[config.mk]
export PLATFORM = sky130hd
export DESIGN_NAME = sync_fifo_level
export DESIGN_NICKNAME = d
export VERILOG_FILES = /design/src/rtl/sync_fifo_level.sv
export SDC_FILE = /design/constraint.sdc
export NUM_CORES = 2
export LEC_CHECK = 0
export CORE_ASPECT_RATIO = 0.8
export CORE_MARGIN = 2
export CORE_UTILIZATION = 48
export CTS_CLUSTER_DIAMETER = 30
export DETAILED_ROUTE_END_ITERATION = 8
export PLACE_DENSITY = 0.6
export RECOVER_POWER = 100
export SYNTH_ARGS = -nofsm -noshare
export SYNTH_HDL_FRONTEND = slang
export SYNTH_SLANG_ARGS = --single-unit
[constraint.sdc]
create_clock -name CLK -period 4.5 [get_ports CLK]
set_clock_uncertainty 0.15 [all_clocks]
set_input_delay 0.45 -clock CLK [delete_from_list [all_inputs] [get_ports CLK]]
set_output_delay 0.45 -clock CLK [all_outputs]
set_load 0.01 [all_outputs]
[src/rtl/sync_fifo_level.sv]
// sync_fifo_level
// Single-clock FIFO with fill-level reporting, programmable almost-full /
// almost-empty thresholds, sticky overflow/underflow flags and a synchronous
// flush. Pointers are plain binary because producer and consumer share CLK.
//
// Optional feature macro: SYNC_FIFO_FWFT_EN
//   defined   : first-word-fall-through, R_DATA shows the head word directly
//   undefined : registered read, R_DATA/R_VALID one cycle after an accepted read
//
// Ports:
//   CLK, RST            clock (rising edge), async active-low reset
//   CLR                 synchronous flush (pointers, level, error flags)
//   WR_INC, WR_DATA     write request and data
//   WR_FULL             FIFO holds 2^AWL words
//   R_INC               read request (pop in FWFT mode)
//   R_DATA, R_VALID     read data and its qualifier
//   R_EMPTY             FIFO holds 0 words
//   LEVEL               word count 0..2^AWL
//   ALMOST_FULL/EMPTY   LEVEL >= AF_LVL / LEVEL <= AE_LVL
//   OVERFLOW/UNDERFLOW  sticky write-while-full / read-while-empty
module sync_fifo_level #(
   parameter int unsigned DWL    = 16,
   parameter int unsigned AWL    = 8,
   parameter int unsigned AF_LVL = (2 ** AWL) - 2,
   parameter int unsigned AE_LVL = 2
) (
   input  logic           CLK,
   input  logic           RST,
   input  logic           CLR,
   input  logic           WR_INC,
   input  logic [DWL-1:0] WR_DATA,
   output logic           WR_FULL,
   input  logic           R_INC,
   output logic [DWL-1:0] R_DATA,
   output logic           R_VALID,
   output logic           R_EMPTY,
   output logic [AWL:0]   LEVEL,
   output logic           ALMOST_FULL,
   output logic           ALMOST_EMPTY,
   output logic           OVERFLOW,
   output logic           UNDERFLOW
);

   localparam int unsigned DEPTH = 2 ** AWL;
   localparam int unsigned LW    = AWL + 1;

   logic [DWL-1:0] mem [DEPTH];

   logic [AWL-1:0] wp_q, wp_d;
   logic [AWL-1:0] rp_q, rp_d;
   logic [LW-1:0]  level_q, level_d;
   logic           full_q, full_d;
   logic           empty_q, empty_d;
   logic           af_q, af_d;
   logic           ae_q, ae_d;
   logic           ovf_q, ovf_d;
   logic           udf_q, udf_d;
   logic           we, re, mem_we;

`ifndef SYNC_FIFO_FWFT_EN
   logic [DWL-1:0] rdata_q, rdata_d;
   logic           rvalid_q, rvalid_d;
`endif

   // Accept decisions come from the registered flags, so a read frees a
   // slot only for the next cycle (full + rd + wr rejects the write).
   always_comb begin
      we      = WR_INC & ~full_q;
      re      = R_INC & ~empty_q;
      mem_we  = we & ~CLR;
      wp_d    = wp_q;
      rp_d    = rp_q;
      level_d = level_q;
      ovf_d   = ovf_q | (WR_INC & full_q);
      udf_d   = udf_q | (R_INC & empty_q);
`ifndef SYNC_FIFO_FWFT_EN
      rdata_d  = rdata_q;
      rvalid_d = re;
`endif
      if (CLR) begin
         wp_d    = '0;
         rp_d    = '0;
         level_d = '0;
         ovf_d   = 1'b0;
         udf_d   = 1'b0;
`ifndef SYNC_FIFO_FWFT_EN
         rvalid_d = 1'b0;
`endif
      end else begin
         if (we) wp_d = wp_q + AWL'(1);
         if (re) begin
            rp_d = rp_q + AWL'(1);
`ifndef SYNC_FIFO_FWFT_EN
            rdata_d = mem[rp_q];
`endif
         end
         if (we && !re)      level_d = level_q + LW'(1);
         else if (re && !we) level_d = level_q - LW'(1);
      end
      // Status flags track the next level so they agree with LEVEL.
      full_d  = (level_d == LW'(DEPTH));
      empty_d = (level_d == '0);
      af_d    = (level_d >= LW'(AF_LVL));
      ae_d    = (level_d <= LW'(AE_LVL));
   end

   // Storage array is not reset; emptiness is tracked by the level only.
   always_ff @(posedge CLK) begin
      if (mem_we) mem[wp_q] <= WR_DATA;
   end

   // Control and status state.
   always_ff @(posedge CLK or negedge RST) begin
      if (!RST) begin
         wp_q    <= '0;
         rp_q    <= '0;
         level_q <= '0;
         full_q  <= 1'b0;
         empty_q <= 1'b1;
         af_q    <= 1'b0;
         ae_q    <= 1'b1;
         ovf_q   <= 1'b0;
         udf_q   <= 1'b0;
      end else begin
         wp_q    <= wp_d;
         rp_q    <= rp_d;
         level_q <= level_d;
         full_q  <= full_d;
         empty_q <= empty_d;
         af_q    <= af_d;
         ae_q    <= ae_d;
         ovf_q   <= ovf_d;
         udf_q   <= udf_d;
      end
   end

`ifdef SYNC_FIFO_FWFT_EN
   // Head word falls through; forced to zero when empty so reset and flush
   // give a defined output without clearing the array.
   assign R_DATA  = empty_q ? '0 : mem[rp_q];
   assign R_VALID = ~empty_q;
`else
   // Registered read port.
   always_ff @(posedge CLK or negedge RST) begin
      if (!RST) begin
         rdata_q  <= '0;
         rvalid_q <= 1'b0;
      end else begin
         rdata_q  <= rdata_d;
         rvalid_q <= rvalid_d;
      end
   end

   assign R_DATA  = rdata_q;
   assign R_VALID = rvalid_q;
`endif

   assign WR_FULL      = full_q;
   assign R_EMPTY      = empty_q;
   assign LEVEL        = level_q;
   assign ALMOST_FULL  = af_q;
   assign ALMOST_EMPTY = ae_q;
   assign OVERFLOW     = ovf_q;
   assign UNDERFLOW    = udf_q;

endmodule

After elaboration in Yosys (flattened, before gate mapping). Memories as Yosys holds them, arrays and structs flattened. A register that Yosys moved wholly into a read port is not among the register bits. Cells that the tools add are included.

Bits of input ports: 21. Logic and storage cells: 49. Register bits after elaboration: 32. Memories: 1. Output and inout bits: 32. Memory bits (writable): 4096.

$lt $le $gt $ge: 2. Eq/ne operators: 1. Bitwise operators: 10. Multiplexer cells: 12. Reduce and logical (&&, ||, !) cells: 9. $add $sub $neg: 4.

Memories: mem (words 256, bits a word 16, rd ports 1, clocked after Yosys merged registers in 1, wr ports 1, RTL line 47) `logic [DWL-1:0] mem [DEPTH];`.

Operators by type and width (count): 8-bit 2-to-1 mux (4); 9-bit 2-to-1 mux (3); 8-bit by 1-bit adder with 8-bit output (second input constant) (2); 9-bit by 1-bit adder with 9-bit output (second input constant) (1); 9-bit == test (second input constant) (1); 9-bit by 8-bit >= comparator with 1-bit output (second input constant) (1); 9-bit by 2-bit <= comparator with 1-bit output (second input constant) (1); 9-bit logical NOT (1); 9-bit by 1-bit subtractor with 9-bit output (second input constant) (1); 1-bit AND (5); 1-bit 2-to-1 mux (5); 2-bit nonzero test (2); 1-bit logical NOT (3); 1-bit inverter (3); 1-bit logical AND (2); 1-bit OR (2); 2-bit AND reduction (1).

Longest topological paths before layout.
Depth after elaboration: 8. Mapped depth: 14. Gate-level depth less buffers: 8.

Worst setup path after synthesis. No wires, ideal clock.

Path kind: input -> register. Start point: input CLR. End point: memory mem[191][0] (enable). Stages on the path: 4. Required time: 3.920 ns. Setup time: 0.430 ns. Slack: 1.224 ns. Buffers on the path: 3. Arrival time: 2.696 ns. Cell sequence: clkbuf_1 > clkbuf_1 > buf_1 > nor4_1.

Word-level cells in the longest chain between the ends: 4.

RTL lines: from (decl) (RTL line 29) `input logic CLR,`; 1-bit inverter (no source line); 1-bit AND (RTL line 70) `mem_we = we & ~CLR;`; 1-bit 2-to-1 mux (RTL line 109) `if (mem_we) mem[wp_q] <= WR_DATA;`; 1-bit 2-to-1 mux (implied by the code) (RTL line 109); to (decl) (RTL line 47).

Every way passes these cells.

==> impl_metrics.py <==
metrics = {
    "synthesis": {
        "yosys_warnings": 0,
        "netlist.top_cell.by_area": "edfxtp_1",
        "ys_seq_area_share_pct": 77.2,
        "syn_nets": 7705,
        "synth-edff-count": 4096,
        "yosys-top-cells-area": "edfxtp_1, mux4_2, mux2i_1",
        "syn_avg_cell_area_sq_um": 21.0,
        "synth_cells": 7677,
        "synthFlopType": "edfxtp_1",
        "ys_ff_latch": 4144,
        "synthArstFlopShare_pct": 1.16,
        "synth_top_cell_area_share_pct": 76.5,
        "netlist_area_sq_um": 161000,
        "synth_cell_type_count": 79,
    },
    "clock_network": {
        "numCtsBuffers": 615,
        "cts_tree": "done",
        "cts.path.max_buffers": 4,
        "root_buffer": "clkbuf_16",
        "cts_max_level": 6,
        "clk_pin_slew_ps": 50,
        "clkSinkCount": 4144,
        "cts_setup_buffers": 0,
        "insertion_delay_ps": 950,
    },
    "pwr": {
        "p_leak_nw": 59.7,
        "ir_worst_vdd_v": 0.000488,
        "power_mw": 102,
        "power_density_nw_per_um2": 535,
    },
    "timing": {
        "period_minus_slack_ps": 4680,
        "finalHoldViolCount": 0,
        "fmax_mhz": 214,
        "slew_violations": 2375,
        "fin_ws_ps": -179,
        "setup_viol": 35,
        "timing.final.crit_share_pct": 104,
        "slew_headroom_pct": -191,
        "final.setup.tns_ps": -1100,
        "tightest_slew_ps": 4370,
    },
    "global_routing": {
        "grt_pass1_vias": 84200,
        "grt_max_degree": 130,
        "grt_pass1_wl_um": 678000,
        "antenna_found_initial": 41,
        "grt_overflow_total": 0,
        "track_usage_pct": 28.6,
    },
    "floorplanning": {
        "die_w_um": 651,
        "io_pins": 53,
        "rows": 190,
        "start_util_pct": 48.1,
        "die_h_um": 522,
        "dieArea_sq_um": 340000,
        "core-area_sq_um": 334000,
    },
    "setup_path": {
        "r2r_end": "R_DATA[4]",
        "path_class": "register to register",
        "crit_required_ps": 5190,
        "path_max_fanout": 15,
        "cpMostUsedCell": "o22ai_1",
        "path_cells": "or2_2 > buf_2 > o22ai_1 > nor2_1 > a21oi_1 > o311ai_0 > o22ai_1 > a221o_1",
        "endpoint_kind": "register",
        "start_kind": "register",
        "slowest_delay_ps": 790,
        "rr_worst_depth": 8,
        "slowest_stage": "dfrtp_4",
        "r2r_slack_ps": -180,
        "r2r_start": "rp_q[1]",
        "worstPathArrival_ps": 5370,
    },
    "layout": {
        "final_cell_mix": "edfxtp_1, mux4_2, clkbuf_16",
        "fin_cells": 13500,
        "drive_gt1_share_pct": 27.4,
        "syn2layout_area_growth_pct": 18.0,
        "design_area_sq_um": 190000,
        "final_nets": 8620,
        "layout_commonest_cell": "edfxtp_1",
        "finish.utilization_pct": 56.8,
    },
    "drt": {
        "drt_iter0_drc": 14100,
        "via_per_inst": 6.43,
        "drc": 0,
        "vias": 86900,
        "drt-total-wl_um": 491000,
        "final_antenna_net_count": 0,
        "avgRoutedWirePerCell_um": 36.3,
        "drtPass1Iterations": 6,
    },
    "run": {
        "drv_cap": 33,
    },
    "status": {
        "outcome": "finished with violations",
        "violations": "max-capacitance violations, max-slew violations, negative setup slack",
    },
    "placed_design": {
        "hpwl_um": 299000,
        "io_buffers": 52,
        "place_area_sq_um": 171000,
        "dp_cells": 12400,
        "gp_congestion": 0.932,
    },
    "min_path": {
        "hold_depth": 3,
        "min_to": "UNDERFLOW",
        "hp-start": "R_INC",
        "holdCritPathClass": "input port to register",
    },
}
==> how the worst max path moves through the flow <==
| stage | start | to |
|---|---|---|
| floorplan | CLR | mem[191][0] |
| finish | rp_q[1] | R_DATA[4] |
| CTS | rp_q[0] | R_DATA[15] |
| global placement | rp_q[1] | R_DATA[1] |
| global route | WR_DATA[5] | mem[12][5] |
| detailed placement | rp_q[1] | R_DATA[2] |
==> layer usage <==
metal,global-route usage [%],share of wire (%),wire length [um]
met5,0,0.036,179
met4,9.14,3.6,17800
met3,8.20,13,61800
met2,41.7,44,217000
met1,41.8,40,195000
==> area by class of cell <==
class                   count  area (sq um)
clock inverters           405          4250
inverters                  13          63.8
repair buffers            763          5560
well taps                4416          5530
fillers                 24800        144000
multi-input cells        3055         34000
flip-flops and latches   4144        124000
clock buffers             705         16200
diodes                     11          27.5
==> report_power, final <==
group | switching (mW) | total (mW) | internal [mW]
clock network | 17.7 | 47.3 | 29.6
registers | 0.331 | 43.0 | 42.7
logic | 6.26 | 11.3 | 5.01
==> cells by family (layout without fill, tap and decap cells) <==
group	count (synthesis)	in the layout	synth area share, %
AOI/OAI and AO/OA	858	858	3.70
and+or+nand+nor	750	750	2.09
muxes	1427	1427	15.0
other	0	11	0
DFF	4144	4144	77.2
xor gates and xnor gates	13	13	0.0708
buffers and inverters	478	1886	1.86
adders and majority gates	7	7	0.0545
==> through the flow <==
stage          worst slack (ps)  hold WS (ps)
6_report                   -179          51.2
5_1_grt                   -4.61          25.1
4_1_cts                     106          4.29
3_5_place_dp               -113           349
3_3_place_gp               -190           332
2_1_floorplan              1220          4.41
==> registers in the layout, summed over array words and instances (netlist names) <==
name and flops:
ALMOST_FULL 1, ALMOST_EMPTY 1, WR_FULL 1, R_VALID 1, R_DATA 16, rp_q 8
LEVEL 9, OVERFLOW 1, wp_q 8, mem 4096, UNDERFLOW 1, R_EMPTY 1
==> synth_stat cells, types with 8 or more instances <==
library cell	instances
edfxtp_1	4096
mux4_2	785
mux2i_1	622
nor2_1	354
o221ai_1	260
clkbuf_1	195
a21oi_1	179
o22ai_1	171
nand2_1	125
o21ai_0	98
buf_6	95
buf_2	85
nor3_1	81
buf_4	53
nand3_1	51
dfrtp_1	46
a22oi_1	26
buf_1	24
nor4_1	21
mux2_2	20
nand4_1	18
nor2b_1	18
and2_1	17
a31oi_1	14
and3_1	13
or3_1	13
o31ai_1	11
a2111oi_0	10
a211oi_1	10
o311ai_0	10
a221oi_1	9
nand2b_1	9
inv_1	8
==> repair_timing <==
item / in CTS / in global routing
gates resized for setup: 2 / 2
endpoints found under the hold margin: 453 / 0
endpoints found under the setup margin: 2 / 2
hold buffers: 13 / 0
==> worst max-delay path, delay by kind of cell (launching register included) <==
kind | cells | cell delay (ps)
AOI/OAI and AO/OA | 5 | 1970
buffers and inverters | 1 | 690
DFF | 1 | 790
and+or+nand+nor | 2 | 930
No activity file was read; power rests on OpenSTA's default activity.
